[config.mk]
export PLATFORM = sky130hd
export DESIGN_NAME = amber_wb_responder
export DESIGN_NICKNAME = d
export VERILOG_FILES = /design/src/rtl/amber_wb_pkg.sv /design/src/rtl/amber_sync_fifo.sv /design/src/rtl/amber_wb_responder.sv
export SDC_FILE = /design/constraint.sdc
export NUM_CORES = 1
export LEC_CHECK = 0
export CAP_MARGIN = 20
export CELL_PAD_IN_SITES_DETAIL_PLACEMENT = 1
export CELL_PAD_IN_SITES_GLOBAL_PLACEMENT = 2
export CORE_ASPECT_RATIO = 1.5
export CORE_MARGIN = 4
export CORE_UTILIZATION = 41
export DETAILED_ROUTE_END_ITERATION = 10
export PLACE_DENSITY_LB_ADDON = 0.15
export SETUP_SLACK_MARGIN = 0.3
export SLEW_MARGIN = 20
export SYNTH_ARGS = -nofsm -noshare
export SYNTH_HDL_FRONTEND = slang
export SYNTH_SLANG_ARGS = --single-unit
[constraint.sdc]
create_clock -name clk -period 9.1 [get_ports clk]
set_clock_uncertainty 0.1 [all_clocks]
set_input_delay 1.82 -clock clk [delete_from_list [all_inputs] [get_ports clk]]
set_output_delay 1.82 -clock clk [all_outputs]
set_load 0.05 [all_outputs]
[src/rtl/amber_wb_pkg.sv]
// Shared types for the Amber Wishbone responder: NOP filler word,
// responder FSM states and the store record written to the result monitor.
package amber_wb_pkg;

  localparam logic [31:0] WB_FILLER = 32'hF080_1003;

  typedef enum logic [1:0] {
    IDLE,
    WAIT,
    RESP
  } wb_resp_state_t;

  typedef struct packed {
    logic [31:0] addr;
    logic [31:0] data;
    logic [3:0]  sel;
  } wb_store_rec_t;

endpackage

[src/rtl/amber_sync_fifo.sv]
// Synchronous FIFO with head-of-queue read data and an occupancy count.
// Zero read latency; a push while full or a pop while empty is ignored.
module amber_sync_fifo #(
  parameter int WIDTH = 32,
  parameter int DEPTH = 16
) (
  input  logic                     clk,
  input  logic                     rst,
  input  logic                     push,
  input  logic [WIDTH-1:0]         push_dat,
  input  logic                     pop,
  output logic [WIDTH-1:0]         pop_dat,
  output logic [$clog2(DEPTH):0]   count,
  output logic                     full,
  output logic                     empty
);

  localparam int AW = $clog2(DEPTH);

  logic [WIDTH-1:0] mem [DEPTH];
  logic [AW-1:0]    wr_ptr;
  logic [AW-1:0]    rd_ptr;
  logic             do_push;
  logic             do_pop;

  // Fullness comes from the registered count, so a same-cycle pop never frees space for a push.
  assign full    = (count == (AW+1)'(DEPTH));
  assign empty   = (count == '0);
  assign do_push = push & ~full;
  assign do_pop  = pop & ~empty;
  assign pop_dat = mem[rd_ptr];

  always_ff @(posedge clk) begin
    if (rst) begin
      wr_ptr <= '0;
      rd_ptr <= '0;
      count  <= '0;
    end else begin
      if (do_push) wr_ptr <= wr_ptr + 1'b1;
      if (do_pop)  rd_ptr <= rd_ptr + 1'b1;
      count <= count + (AW+1)'(do_push) - (AW+1)'(do_pop);
    end
  end

  always_ff @(posedge clk) begin
    if (do_push) mem[wr_ptr] <= push_dat;
  end

endmodule

[src/rtl/amber_wb_responder.sv]
// Wishbone slave for the Amber core: serves fetches from a loaded FIFO, reports stores.
// Ack/err WAIT_CYCLES+1 cycles after the request edge; one request in flight, pushes stall when full.
module amber_wb_responder
  import amber_wb_pkg::*;
#(
  parameter int          DEPTH       = 16,
  parameter int          WAIT_CYCLES = 2,
  parameter logic [31:0] ADDR_LIMIT  = 32'h0001_0000
) (
  input  logic                   clk,
  input  logic                   rst,
  input  logic [31:0]            wb_adr,
  input  logic [15:0]            wb_sel,
  input  logic                   wb_we,
  input  logic [127:0]           wb_dat_w,
  input  logic                   wb_cyc,
  input  logic                   wb_stb,
  output logic [127:0]           wb_dat_r,
  output logic                   wb_ack,
  output logic                   wb_err,
  input  logic                   ld_valid,
  input  logic [31:0]            ld_inst,
  output logic                   ld_ready,
  output logic [$clog2(DEPTH):0] fifo_count,
  output logic                   st_valid,
  output logic [31:0]            st_addr,
  output logic [31:0]            st_data,
  output logic [3:0]             st_sel
);

  wb_resp_state_t state;
  logic [3:0]     wait_cnt;
  logic [31:0]    adr_q;
  logic [15:0]    sel_q;
  logic           we_q;
  logic [127:0]   dat_w_q;
  wb_store_rec_t  st_rec;

  logic           in_range;
  logic [1:0]     lane;
  logic           fifo_pop;
  logic [31:0]    fifo_head;
  logic           fifo_full;
  logic           fifo_empty;

  assign in_range = (adr_q < ADDR_LIMIT);
  assign lane     = adr_q[3:2];
  assign fifo_pop = (state == RESP) && in_range && !we_q;
  assign ld_ready = ~fifo_full;

  assign st_addr  = st_rec.addr;
  assign st_data  = st_rec.data;
  assign st_sel   = st_rec.sel;

  amber_sync_fifo #(
    .WIDTH (32),
    .DEPTH (DEPTH)
  ) u_inst_fifo (
    .clk      (clk),
    .rst      (rst),
    .push     (ld_valid),
    .push_dat (ld_inst),
    .pop      (fifo_pop),
    .pop_dat  (fifo_head),
    .count    (fifo_count),
    .full     (fifo_full),
    .empty    (fifo_empty)
  );

  always_ff @(posedge clk) begin
    if (rst) begin
      state    <= IDLE;
      wait_cnt <= '0;
      adr_q    <= '0;
      sel_q    <= '0;
      we_q     <= 1'b0;
      dat_w_q  <= '0;
      wb_ack   <= 1'b0;
      wb_err   <= 1'b0;
      st_valid <= 1'b0;
      wb_dat_r <= '0;
      st_rec   <= '0;
    end else begin
      wb_ack   <= 1'b0;
      wb_err   <= 1'b0;
      st_valid <= 1'b0;
      case (state)
        IDLE: begin
          if (wb_cyc && wb_stb) begin
            adr_q    <= wb_adr;
            sel_q    <= wb_sel;
            we_q     <= wb_we;
            dat_w_q  <= wb_dat_w;
            wait_cnt <= 4'(WAIT_CYCLES);
            state    <= (WAIT_CYCLES > 0) ? WAIT : RESP;
          end
        end
        WAIT: begin
          wait_cnt <= wait_cnt - 4'd1;
          if (wait_cnt == 4'd1) state <= RESP;
        end
        RESP: begin
          state <= IDLE;
          // Out-of-range accesses leave read data, FIFO and store record untouched.
          if (!in_range) begin
            wb_err <= 1'b1;
          end else begin
            wb_ack <= 1'b1;
            if (we_q) begin
              st_valid    <= 1'b1;
              st_rec.addr <= {adr_q[31:2], 2'b00};
              st_rec.data <= dat_w_q[{lane, 5'b00000} +: 32];
              st_rec.sel  <= sel_q[{lane, 2'b00} +: 4];
            end else if (fifo_empty) begin
              wb_dat_r <= {4{WB_FILLER}};
            end else begin
              wb_dat_r <= {{3{WB_FILLER}}, fifo_head};
            end
          end
        end
        default: state <= IDLE;
      endcase
    end
  end

endmodule

==> results.md <==
- Fmax: 232 MHz
- Setup-failing EPs final: 0
- Clk root buf: clkbuf_16
- Remaining DRCs: 0
- PwrDens: 218 nW/um2
- Gate Count Post-Synth: 2182
- Die Ht: 345 um
- Total track usage: 0.208
- CP Launch Type: register
- Final std cells w/o fill: 3549
- VDD IR max: 0.000196 V
- CP top delay family: buffers and inverters
- Critical path arrival: 2.39 ns
- Dominant cells by area after synthesis: edfxtp_1, dfxtp_1, mux4_2, nand2_1, a21oi_1
- CP max FO: 25
- Worst path buffer plus inverter count: 1
- Post-synthesis sequential area ratio: 0.687
- Fin nets: 2698
- Post-synth top area share: 0.494
- DR iter-0 viols: 1405
- Die area: 80400 um2
- Hold Path Origin: st_data[13]
- Mapped Area: 31100 um2
- Antenna-violating nets left: 0
- Hpwl dp: 50500 um
- Top Ports: 419
- Number of vias per cell: 5.23
- Most numerous cell in the Yosys netlist: edfxtp_1
- Reg-to-reg startpoint: u_inst_fifo.count[3]
- Crit path kind: register to primary output
- Initial cell density of the core: 0.414
- Status: completed
- Cts bufs inserted: 81
- Crit end category: primary output
- Hold Crit Class: register to register
- DRT Wirelength: 84800 um
- Initial antenna violation count: 14
- Final Critical Period: 4.31 ns
- Num rows: 123
- Per-cell routed wire length: 23.9 um
- Setup TNS: 0 ns
- Final core occ: 0.506
- CP Launch Point: wb_dat_r[126]
- Clock Sinks: 812
- Largest net degree at the start of global routing: 167
- RSZ-0062 raised after global routing: false
- CTS H-tree lvls: 3
- Placed cell count: 3387
- Fin crit share: 0.474
- Distinct cells, synth: 45
- Met3 Wirelength: 4690 um
- Worst path slowest cell: clkdlybuf4s50_1
- DIE WIDTH: 233 um
- First-pass GRT wire length: 127000 um
- Ys async rst share: 0
- Yosys warning count: 0
- CP Cell Sequence: clkdlybuf4s50_1
- Highest Signal Layer: met5
- Share of layout cells above drive strength 1: 0.140
- Final hold slack: 0.348 ns
- Clock transition at path regs: 0.06 ns
- Avg Synthesized Cell Area: 14.3 um2
- Gates resized, CTS repair: 0
- Lkg Pwr: 0.0124 uW
- EDFF count, synth: 512
- PortBufs: 342
- Main synth FF type: edfxtp_1
- Post-CTS Setup Bufs: 0
- CTS tree: built
- Clock Path Buffers: 3
- Tightest Pin Transition: 1.04 ns
- Rel. slew slack: 0.306
- P&R area growth vs syn: 22.3%
- Core Box Area: 75100 um2
- Vias: 18600
- GP Congestion: 0.751
- Largest area contributor in the netlist: edfxtp_1
- Vias in the first global route: 20100
- Skew-Pair Late Insertion Delay: 0.65 ns
- Grt total ovfl: 0
- Critical path required time: 7.18 ns
- Most common library cells after synthesis: edfxtp_1, nand2_1, dfxtp_1
- CTS hold repair buffers: 0
- Met2 WL post-DR: 45400 um
- Final Hold Vio Count: 0
- Synth Register Bits: 812
- Max-slew violations: 0
- CP peak stage delay: 0.95 ns
- Met1 wire length: 33100 um
- Max_cap viols: 0
- First-pass detailed-route iteration total: 4
## sequential cells by signal (all words and copies together), names as in the netlist, 5 cells and up, named ones only
signal	cells
u_inst_fifo.mem	512
sel_q	16
dat_w_q	128
u_inst_fifo.count	5
wb_dat_r	33
st_data	32
adr_q	30
st_addr	30
## through the flow
step           power, uW  setup slack, ns  instance area, um2
5_1_grt             8630             4.62               38000
6_report            8290             4.79               38000
4_1_cts             8400             4.69               38000
3_3_place_gp        4780             4.34               35100
3_5_place_dp        4800             4.26               35100
2_1_floorplan       4550             3.96               31400
## logic make-up after synthesis
logic type                 share of synthesized area
buffers and inverters                         0.0446
AOI/OAI and AO/OA                             0.0624
other                                       0.000121
muxes                                          0.119
adders and majority gates                    0.00587
and+or+nand+nor                               0.0779
DFF                                            0.687
xor gates and xnor gates                     0.00253
## report_power, final
group | internal, uW | switching [uW] | total (uW)
sequential | 4030 | 48.0 | 4080
combinational | 240 | 395 | 636
clock | 2120 | 1450 | 3570
## layout by cell type, fill, tap and decap left out, drive strengths merged, types with 3 or more instances in the layout
master and count:
edfxtp 512, nand2 462, clkdlybuf4s50 341, dfxtp 300, a21oi 234, mux4 164
clkbuf 108, conb 74, nor2 66, o22ai 48, buf 33, a32o 24
clkinv 22, and3 18, inv 18, diode 13, ha 13, bufinv 13
a221oi 9, a211oi 9, nor3 9, a22o 8, nor2b 6, nor4 6
nand2b 6, xnor2 5, nand3 5, xor2 4, nor4b 3
## cell type report
| class | count | area [um2] |
|---|---|---|
| Antenna cell | 13 | 32.5 |
| Clock inverter | 42 | 619 |
| Timing Repair Buffer | 375 | 3690 |
| Inverter | 12 | 45.0 |
| Fill cell | 7471 | 37100 |
| Tap cell | 1000 | 1250 |
| Multi-Input combinational cell | 1188 | 8770 |
| Sequential cell | 812 | 21400 |
| Clock buffer | 107 | 2240 |
## per-layer routing
metal	vias to the layer above	global-route usage
li1	8468	-
met1	9515	0.253
met2	476	0.375
met3	99	0.0406
met4	4	0.0601
met5	-	0
## final timing paths
| check | endpoint | slack [ns] | depth (start not counted) |
|---|---|---|---|
| worst min-delay path | st_data[13] | 0.35 | 2 |
| worst max register to register | u_inst_fifo.count[4] | 5.77 | 15 |
| worst min register to register | st_data[13] | 0.35 | 2 |
| worst max-delay path | wb_dat_r[44] | 4.79 | 1 |
No activity file was read; power rests on OpenSTA's default activity.
